`config.mk`:
```
export PLATFORM = sky130hd
export DESIGN_NAME = clock_activity_monitor
export DESIGN_NICKNAME = d
export VERILOG_FILES = /design/src/rtl/clock_activity_monitor.sv
export SDC_FILE = /design/constraint.sdc
export NUM_CORES = 1
export LEC_CHECK = 0
export CAP_MARGIN = 40
export CORE_MARGIN = 2
export CORE_UTILIZATION = 40
export DETAILED_ROUTE_END_ITERATION = 7
export GPL_TIMING_DRIVEN = 0
export PLACE_DENSITY = 0.69
export SLEW_MARGIN = 30
export SYNTH_ARGS = -nofsm -noshare
export SYNTH_HDL_FRONTEND = slang
export SYNTH_SLANG_ARGS = --single-unit
```
`constraint.sdc`:
```
create_clock -name clock -period 3.1 [get_ports clock]
set_input_delay 0.93 -clock clock [delete_from_list [all_inputs] [get_ports clock]]
set_output_delay 0.93 -clock clock [all_outputs]
set_load 0.02 [all_outputs]
```
`src/rtl/clock_activity_monitor.sv`:
```
// Declares an asynchronous clock running/lost from rising-edge counts over fixed windows, with
// good-window hysteresis before restore. All outputs are registered and update the cycle after window end.
module clock_activity_monitor #(
    parameter int STAGES        = 2,
    parameter int WINDOW_CYCLES = 64,
    parameter int MIN_EDGES     = 4,
    parameter int GOOD_WINDOWS  = 4,
    parameter int COUNT_WIDTH   = $clog2(WINDOW_CYCLES + 1)
) (
    input  logic                   clock,
    input  logic                   reset,
    input  logic                   monitored_clock,
    output logic                   clock_running,
    output logic                   clock_lost,
    output logic                   clock_restored,
    output logic [COUNT_WIDTH-1:0] edge_count
);

    localparam int WIN_W  = $clog2(WINDOW_CYCLES);
    localparam int GOOD_W = $clog2(GOOD_WINDOWS + 1);

    localparam logic [WIN_W-1:0]       WIN_LAST  = WIN_W'(WINDOW_CYCLES - 1);
    localparam logic [COUNT_WIDTH-1:0] CNT_MAX   = COUNT_WIDTH'(WINDOW_CYCLES);
    localparam logic [COUNT_WIDTH-1:0] CNT_MIN   = COUNT_WIDTH'(MIN_EDGES);
    localparam logic [GOOD_W-1:0]      GOOD_MAX  = GOOD_W'(GOOD_WINDOWS);
    localparam logic [GOOD_W-1:0]      GOOD_ONE  = GOOD_W'(1);

    typedef enum logic [1:0] {
        LOST      = 2'd0,
        ACQUIRING = 2'd1,
        RUNNING   = 2'd2
    } state_t;

    state_t                 state;
    logic [STAGES-1:0]      sync;
    logic                   prev;
    logic [WIN_W-1:0]       win_cnt;
    logic [COUNT_WIDTH-1:0] edge_cnt;
    logic [GOOD_W-1:0]      good_cnt;

    logic                   edge_seen;
    logic                   window_end;
    logic                   window_good;
    logic [COUNT_WIDTH-1:0] final_count;
    logic [GOOD_W-1:0]      good_next;

    always_ff @(posedge clock or posedge reset) begin
        if (reset) begin
            sync <= '0;
            prev <= 1'b0;
        end else begin
            sync <= {sync[STAGES-2:0], monitored_clock};
            prev <= sync[STAGES-1];
        end
    end

    // The edge seen in the window-end cycle is folded into that window's final count.
    always_comb begin
        edge_seen   = sync[STAGES-1] & ~prev;
        window_end  = (win_cnt == WIN_LAST);
        final_count = (edge_seen && edge_cnt != CNT_MAX) ? edge_cnt + 1'b1 : edge_cnt;
        window_good = (final_count >= CNT_MIN);
        good_next   = (good_cnt == GOOD_MAX) ? GOOD_MAX : good_cnt + 1'b1;
    end

    always_ff @(posedge clock or posedge reset) begin
        if (reset) begin
            win_cnt  <= '0;
            edge_cnt <= '0;
        end else begin
            win_cnt  <= window_end ? '0 : win_cnt + 1'b1;
            edge_cnt <= window_end ? '0 : final_count;
        end
    end

    always_ff @(posedge clock or posedge reset) begin
        if (reset) begin
            state          <= LOST;
            good_cnt       <= '0;
            clock_running  <= 1'b0;
            clock_lost     <= 1'b0;
            clock_restored <= 1'b0;
            edge_count     <= '0;
        end else begin
            clock_lost     <= 1'b0;
            clock_restored <= 1'b0;
            if (window_end) begin
                edge_count <= final_count;
                case (state)
                    LOST: begin
                        if (window_good) begin
                            good_cnt <= GOOD_ONE;
                            if (GOOD_WINDOWS == 1) begin
                                state          <= RUNNING;
                                clock_running  <= 1'b1;
                                clock_restored <= 1'b1;
                            end else begin
                                state <= ACQUIRING;
                            end
                        end else begin
                            good_cnt <= '0;
                        end
                    end
                    ACQUIRING: begin
                        if (window_good) begin
                            good_cnt <= good_next;
                            if (good_next >= GOOD_MAX) begin
                                state          <= RUNNING;
                                clock_running  <= 1'b1;
                                clock_restored <= 1'b1;
                            end
                        end else begin
                            state    <= LOST;
                            good_cnt <= '0;
                        end
                    end
                    RUNNING: begin
                        if (window_good) begin
                            good_cnt <= good_next;
                        end else begin
                            state         <= LOST;
                            good_cnt      <= '0;
                            clock_running <= 1'b0;
                            clock_lost    <= 1'b1;
                        end
                    end
                    default: begin
                        state         <= LOST;
                        good_cnt      <= '0;
                        clock_running <= 1'b0;
                    end
                endcase
            end
        end
    end

endmodule

```
* Word level (Yosys, flattened, before mapping)
Cells that the tools add are included.
** Word-level totals
- Register bits after elaboration :: 31
- Bits of input ports :: 3
- Output and inout port bits :: 10
** Cells by class
- Add/subtract/negate cells :: 3
- $lt $le $gt $ge :: 2
- Equality and inequality tests :: 10
- Multiplexer cells :: 23
- Bitwise logic cells :: 3
- Reduce and logical (&&, ||, !) cells :: 5
** Operators by type and width (count)
- $mux 7 :: 2
- $mux 1 :: 11
- $mux 2 :: 4
- $ne 2x2->1 const B :: 4
- $add 7x1->7 const B :: 1
- $ge 7x3->1 const B :: 1
- $ne 7x7->1 const B :: 1
- $add 6x1->6 const B :: 1
- $eq 6x6->1 const B :: 1
- $mux 3 :: 2
- $mux 6 :: 1
- $pmux 2 s3 :: 1
- $pmux 3 s2 :: 1
- $reduce_and 5->1 :: 1
- $reduce_and 4->1 :: 1
- $add 3x1->3 const B :: 1
- $eq 3x3->1 const B :: 1
- $ge 3x3->1 const B :: 1
- $ne 3x3->1 const B :: 1
- $pmux 1 s3 :: 1
- $eq 2x1->1 const B :: 1
- $eq 2x2->1 const B :: 1
- $logic_not 2->1 :: 1
- $not 1->1 :: 2
- 3 further kinds :: 3

* Depth between registers and ports, before layout
Gate-level depths: netlist (run 1).
- Word-level depth :: 8
- Depth in mapped cells :: 7
- Mapped depth without buffers :: 7

* Worst setup path after synthesis (run 1)
OpenSTA, ideal clock, no wires.
- Path type :: register to register
- Start :: register edge_cnt[0]
- End :: register state[0]
- Setup time :: 0.101 ns
- Arrival time :: 1.625 ns
- Required time :: 2.999 ns
- Path slack :: 1.374 ns
- Stages on the path, launching flop included :: 7
- Path buffers :: 0
- Cells stage by stage :: dfrtp_1 ha_1 a21bo_1 a41o_1 a31oi_4 nor2_4 o311ai_2
** On the way
- Longest elaborated chain between the ends :: 6
- Elaborated cells between the ends (all ways) :: 11
- Classes of those cells :: add/sub (1); order compare (1); eq/ne (4); mux (3); reduce/logical (2)
** Ends and longest elaborated chain
- from (decl) :: line 38 : logic [COUNT_WIDTH-1:0] edge_cnt;
- from (signal assigned) :: line 72 : edge_cnt <= window_end ? '0 : final_count;
- parallel branches: the longest is 2 deep, another holds $add 7x1->7
- $mux 7 * :: line 61 : final_count = (edge_seen && edge_cnt != CNT_MAX) ? edge_cnt + 1'b1 : edge_cnt;
- $ge 7x3->1 * :: line 62 : window_good = (final_count >= CNT_MIN);
- $ne 3x3->1 (no source line) (tied with other cells)
- $reduce_and 4->1 (no source line) / $pmux 2 s3 (equally long branches)
- to (signal assigned) :: line 78 : state <= LOST;
- to (signal assigned) :: line 94 : state <= RUNNING;
- to (signal assigned) :: line 98 : state <= ACQUIRING;
- to (decl) :: line 34 : state_t state;
Every way passes the cells marked *.
A chain may end at the register's enable or synchronous reset.

* Final worst setup path (run 1)
- Start :: register clock_running
- End :: output clock_running
** RTL lines
- from (decl) :: line 13 : output logic clock_running,
- from (signal assigned) :: line 80 : clock_running <= 1'b0;
- from (signal assigned) :: line 95 : clock_running <= 1'b1;
- from (signal assigned) :: line 109 : clock_running <= 1'b1;
No word-level cell between the ends.

==> flow_summary.json, run 1 <==
{
  "outcome": "finished, final reports clean",
  "dr.pass1.iters": 4,
  "cts_setup_buffers": 0,
  "drive_gt1_share_pct": 12.9,
  "place.gp.congestion": 0.838,
  "nNetsFinal": 181,
  "cts_tree": "built",
  "yosysSeqAreaShare_pct": 49.0,
  "post-route-min-period_ns": 2.19,
  "synth_xor_area_share_pct": 5.53,
  "power_uw": 1180,
  "setup_ws_ns": 0.908,
  "grt_pass1_wl_mm": 5.24,
  "final.period_utilization_pct": 70.7,
  "initial_core_util_pct": 42.3,
  "cp.required_ns": 2.17,
  "first_global_vias": 1173,
  "dp_cells": 210,
  "syn_area_mm2": 0.00158,
  "core_area_mm2": 0.00374,
  "vias_per_cell": 5.40,
  "synth_mux_area_share_pct": 0,
  "power-per-cell-area_mw_per_mm2": 628,
  "insertion_delay_ns": 0.28,
  "ys_types": 41,
  "cap_violations": 0,
  "start_kind": "register",
  "ios": 13,
  "clkSinkCount": 31,
  "synth_top_family_by_area": "compound AO/OA/AOI/OAI gates",
  "row_count": 22,
  "wl_per_cell_um": 13.3,
  "path_clk_slew_ns": 0.06,
  "vias": 1178,
  "die_x_um": 66.9,
  "dieArea_mm2": 0.00448,
  "clk_path_buf_depth": 2,
  "dieHeight_um": 66.9,
  "hpwlAfterDp_mm": 2.12,
  "cts.htree.levels": 2,
  "yosys.area_share.simple_pct": 17.0,
  "drtIter0Drc": 66,
  "synth_compound_area_share_pct": 17.2,
  "wl_mm": 2.91,
  "timing.setup.tns_ns": 0,
  "rsz0062_at_grt": "false",
  "multi_input_area_um2": 741,
  "relSlewSlack_pct": 58.5,
  "crit_arrival_ns": 1.26,
  "cts-root-buf": "clkbuf_8",
  "fill_cells": 339,
  "drc": 0,
  "path_class": "reg2out",
  "drtAntennaViolNets": 0,
  "dp_slack_ns": 1.11,
  "synth_nets": 162,
  "cp_top_family": "buffers and inverters",
  "seq_area_um2": 776,
  "grt_max_degree": 32,
  "p_leak_uw": 0.000835,
  "fmax_ghz": 0.456,
  "cts_buffers": 5,
  "areaGrowthSynthToFinish_pct": 18.8,
  "ctsHoldBuffers": 0,
  "grt_antenna_before_repair": 0,
  "synth.avg_cell_area_um2": 10.6,
  "fin_worst_skew_ns": 0.00374,
  "irDropWorstVdd_mv": 0.228,
  "gr-usage-all-layers_pct": 15.8,
  "cp_slowest_cell": "clkdlybuf4s50_1",
  "final_hold_viol_count": 0,
  "min_path_type": "reg2reg",
  "slowest_delay_ns": 0.61,
  "antenna_cells": 0,
  "critPathCaptureType": "output pin",
  "synthAdderAreaFrac_pct": 7.11,
  "overflow": 0,
  "crit_path_cell_trace": "clkdlybuf4s50_1",
  "syn-instance-count": 150,
  "path_max_fanout": 3,
  "ctsResizeCount": 0,
  "path_buf_inv": 1,
  "yosysWarnings": 0,
  "setup_viol": 0,
  "synth-seq-cells": 31,
  "stdcell_count": 218,
  "port_buffers": 12,
  "maxSlewViolCount": 0,
  "worstMarginPinSlew_ns": 0.621
}
synthesized netlist by cell type, drive strengths merged:
cell / number / area (µm²)
clkbuf: 4 / 15.0
a21oi: 5 / 25.0
nand4: 2 / 12.5
o31a: 1 / 8.76
a21bo: 1 / 10.0
inv: 8 / 30.0
nand2: 11 / 41.3
dfrtp: 31 / 776
o22ai: 2 / 18.8
o32a: 1 / 10.0
nor3: 2 / 10.0
a41oi: 1 / 8.76
and3: 7 / 51.3
xor2: 5 / 43.8
nand3b: 2 / 15.0
nor2: 13 / 56.3
o211ai: 2 / 15.0
a31oi: 2 / 33.8
buf: 3 / 21.3
o21ai: 12 / 60.1
o32ai: 1 / 16.3
o31ai: 2 / 20.0
o311ai: 1 / 16.3
a41o: 1 / 10.0
o2111ai: 1 / 8.76
or3: 1 / 6.26
xnor2: 5 / 43.8
and2: 1 / 6.26
nor4: 1 / 6.26
o311a: 1 / 10.0
and3b: 2 / 17.5
nand3: 8 / 40.0
ha: 9 / 113
nand2b: 1 / 6.26
per-stage QoR:
stage / hold WS, ns / utilization, % / cell area, µm²
floorplan: 0.331 / - / 1580
global placement: 0.333 / 47.1 / 1760
detailed placement: 0.346 / 47.1 / 1760
CTS: 0.361 / 50.2 / 1880
global route: 0.382 / 50.2 / 1880
finish: 0.354 / 50.2 / 1880
placed cells by master (no fill, tap or decap), drive strengths merged, types with 2 or more instances in the layout:
cell and n:
nand2 11, nand3b 2, nor2 13, nor3 2, xor2 5, nand4 2
o31ai 2, clkbuf 10, dfrtp 31, o22ai 2, xnor2 5, a21oi 5
ha 9, inv 8, nand3 8, and3b 2, clkdlybuf4s50 12, a31oi 2
and3 7, o211ai 2, o21ai 12, buf 3
power breakdown:
group	leakage (µW)	switching, µW	internal (µW)	total [µW]
combinational	0.000370	190	118	308
clock	0.0000612	145	260	405
sequential	0.000404	29.0	440	469
total	0.000835	365	817	1180
path summary, 6_finish.rpt:
check | slack [ns] | endpoint | cells after the start | startpoint
setup / recovery | 0.91 | clock_running | 1 | clock_running
setup reg to reg | 1.15 | edge_count[6] | 5 | win_cnt[0]
hold reg to reg | 0.35 | sync[1] | 0 | sync[0]
min in group asynchronous | 1.05 | win_cnt[4] | 2 | reset
max in group asynchronous | 1.64 | edge_count[0] | 2 | reset
hold / removal | 0.35 | sync[1] | 0 | sync[0]
flip-flops by register name, indices dropped and copies added (netlist names):
| signal | count |
|---|---|
| clock_lost | 1 |
| good_cnt | 3 |
| sync | 2 |
| clock_running | 1 |
| edge_cnt | 7 |
| prev | 1 |
| win_cnt | 6 |
| clock_restored | 1 |
| edge_count | 7 |
| state | 2 |
cells by family (layout without fill, tap and decap cells):
| group | count (synthesis) | count (layout) |
|---|---|---|
| compound gates | 34 | 34 |
| buf+inv | 15 | 35 |
| simple gates | 51 | 51 |
| fa+ha+maj | 9 | 9 |
| flops | 31 | 31 |
| xor+xnor | 10 | 10 |
layer usage:
metal / up-vias / wire length [µm] / GRT usage [%]
li1: 567 / - / -
met1: 579 / 1320 / 18.8
met2: 26 / 1420 / 27.3
met3: 6 / 137 / 5.07
met4: 0 / 41 / 4.59
met5: - / 0 / 0
layout make-up:
| cell class | count | area share (%) |
|---|---|---|
| sequential | 31 | 41.3 |
| multi-input combinational | 104 | 39.4 |
| timing repair buffer | 12 | 6.39 |
| clock buffer | 6 | 4.39 |
| tap | 48 | 3.19 |
| buffer | 7 | 1.93 |
| clock inverter | 2 | 1.86 |
| inverter | 8 | 1.60 |
No activity file was read; power rests on OpenSTA's default activity.
==> run 2: changes to the inputs <==
Clock period 3.1 ns to 2.28 ns, I/O delays scaled along.
==> results of run 2 <==
The final DEF is identical to that of run 1. Status: finished, final reports clean.
Main changes from that run: setup slack after placement 1.11 ns -> 0.286 ns; setup slack after layout 0.908 ns -> 0.327 ns; start point of the critical path clock_running -> win_cnt[0]; end point of the critical path clock_running -> edge_count[6]; register-to-register setup slack 1.15 ns -> 0.33 ns; total power 1180 µW -> 1610 µW; worst IR drop on VDD 0.228 mV -> 0.311 mV
==> run 3: changes to the inputs <==
Settings changed: CELL_PAD_IN_SITES_DETAIL_PLACEMENT set to 1, CELL_PAD_IN_SITES_GLOBAL_PLACEMENT set to 2, CORE_UTILIZATION 40 to 37, PLACE_DENSITY 0.69 to 0.87.
==> flow_summary.json, run 3 (same netlist as run 1, synthesis figures left out) <==
{
  "wl_per_cell_um": 15.9,
  "p_leak_uw": 0.000826,
  "irDropWorstVdd_mv": 0.347,
  "cts.htree.levels": 2,
  "cp.required_ns": 1.60,
  "maxSlewViolCount": 0,
  "worstMarginPinSlew_ns": 0.641,
  "cts_buffers": 5,
  "outcome": "finished, final reports clean",
  "die_x_um": 69.4,
  "stdcell_count": 220,
  "slowest_delay_ns": 0.63,
  "cp_slowest_cell": "clkdlybuf4s50_1",
  "insertion_delay_ns": 0.29,
  "dieHeight_um": 69.4,
  "fin_worst_hold_slack_ns": 0.349,
  "cts_setup_buffers": 0,
  "vias": 1193,
  "ios": 13,
  "ff2ff_setup_slack_ns": 0.35,
  "areaGrowthSynthToFinish_pct": 17.9,
  "layout_commonest_cell": "dfrtp_1",
  "path_max_fanout": 3,
  "dp_cells": 212,
  "final_hold_viol_count": 0,
  "start_kind": "register",
  "fmax_ghz": 0.507,
  "clk_path_buf_depth": 2,
  "gr-usage-all-layers_pct": 16.4,
  "timing.setup.tns_ns": 0,
  "cts-root-buf": "clkbuf_8",
  "port_buffers": 12,
  "rsz0062_at_grt": "false",
  "power-per-cell-area_mw_per_mm2": 840,
  "dr.pass1.iters": 4,
  "fin_worst_skew_ns": 0.00618,
  "place.gp.congestion": 0.757,
  "crit_arrival_ns": 1.29,
  "final.period_utilization_pct": 86.5,
  "critPathCaptureType": "output pin",
  "drc": 0,
  "grt_max_degree": 32,
  "row_count": 23,
  "cap_violations": 0,
  "overflow": 0,
  "wl_mm": 3.49,
  "nNetsFinal": 181,
  "path_clk_slew_ns": 0.07,
  "fill_cells": 461,
  "path_class": "reg2out",
  "ctsHoldBuffers": 0,
  "relSlewSlack_pct": 57.2,
  "grt_antenna_before_repair": 0,
  "post-route-min-period_ns": 1.97,
  "drtIter0Drc": 40,
  "setup_viol": 0,
  "cp_top_family": "buffers and inverters",
  "min_path_type": "reg2reg",
  "top_regs": "edge_cnt: 7 flops, edge_count: 7 flops, win_cnt: 6 flops",
  "layout_common_cells": "31 x dfrtp_1, 12 x nor2_1, 12 x o21ai_0, 12 x clkdlybuf4s50_1, 11 x nand2_1",
  "crit_path_cell_trace": "clkdlybuf4s50_1",
  "ctsResizeCount": 0,
  "drtAntennaViolNets": 0,
  "hpwlAfterDp_mm": 2.61,
  "vias_per_cell": 5.42,
  "drive_gt1_share_pct": 12.4,
  "grt_pass1_wl_mm": 6.21,
  "initial_core_util_pct": 39.0,
  "core_area_mm2": 0.00406,
  "first_global_vias": 1301,
  "path_buf_inv": 1,
  "dieArea_mm2": 0.00482,
  "cts_tree": "built",
  "clkSinkCount": 31,
  "antenna_cells": 0
}
==> run 3: changes by cell type in the layout (fill, tap and decap cells not counted) <==
| cell | delta |
|---|---|
| clkbuf_8 | +1 |
| clkinv_2 | -1 |
| bufinv_16 | -1 |
| clkbuf_1 | +1 |
==> run 3: cell type report <==
| cell class | instances | area [µm²] | area share [%] |
|---|---|---|---|
| plain buffers | 7 | 36.3 | 1.95 |
| clock buffers | 8 | 100 | 5.37 |
| inverters | 8 | 30.0 | 1.61 |
| multi-input cells | 104 | 741 | 39.7 |
| flip-flops and latches | 31 | 776 | 41.6 |
| well taps | 50 | 62.6 | 3.35 |
| repair buffers | 12 | 120 | 6.44 |
==> run 3: worst paths after layout <==
kind                                 end  depth (start not counted)     startpoint
max in group asynchronous  edge_count[5]                          2          reset
min in group asynchronous  edge_count[2]                          2          reset
max                        clock_running                          1  clock_running
min reg2reg                      sync[1]                          0        sync[0]
min                              sync[1]                          0        sync[0]
max reg2reg                edge_count[6]                          5     win_cnt[0]
==> run 3: through the flow <==
stage / setup WS, ns / instance area [µm²] / total power (µW) / util, %
2_1_floorplan: 0.554 / 1580 / 989 / -
3_3_place_gp: 0.194 / 1770 / 1060 / 43.5
3_5_place_dp: 0.327 / 1770 / 1090 / 43.5
4_1_cts: 0.300 / 1870 / 1580 / 46.0
5_1_grt: 0.127 / 1870 / 1660 / 46.0
6_report: 0.307 / 1870 / 1570 / 46.0
==> run 3: power breakdown <==
part | switching (µW) | total, µW | internal [µW]
clock | 209 | 485 | 275
sequential | 42.9 | 641 | 598
combinational | 281 | 442 | 161
total | 533 | 1570 | 1030
==> run 3: per-layer routing <==
metal	track usage (%)	share of wire, %
met1	19.9	43
met3	3.49	2.8
met5	0	0
met2	27.8	52
met4	7.19	1.7
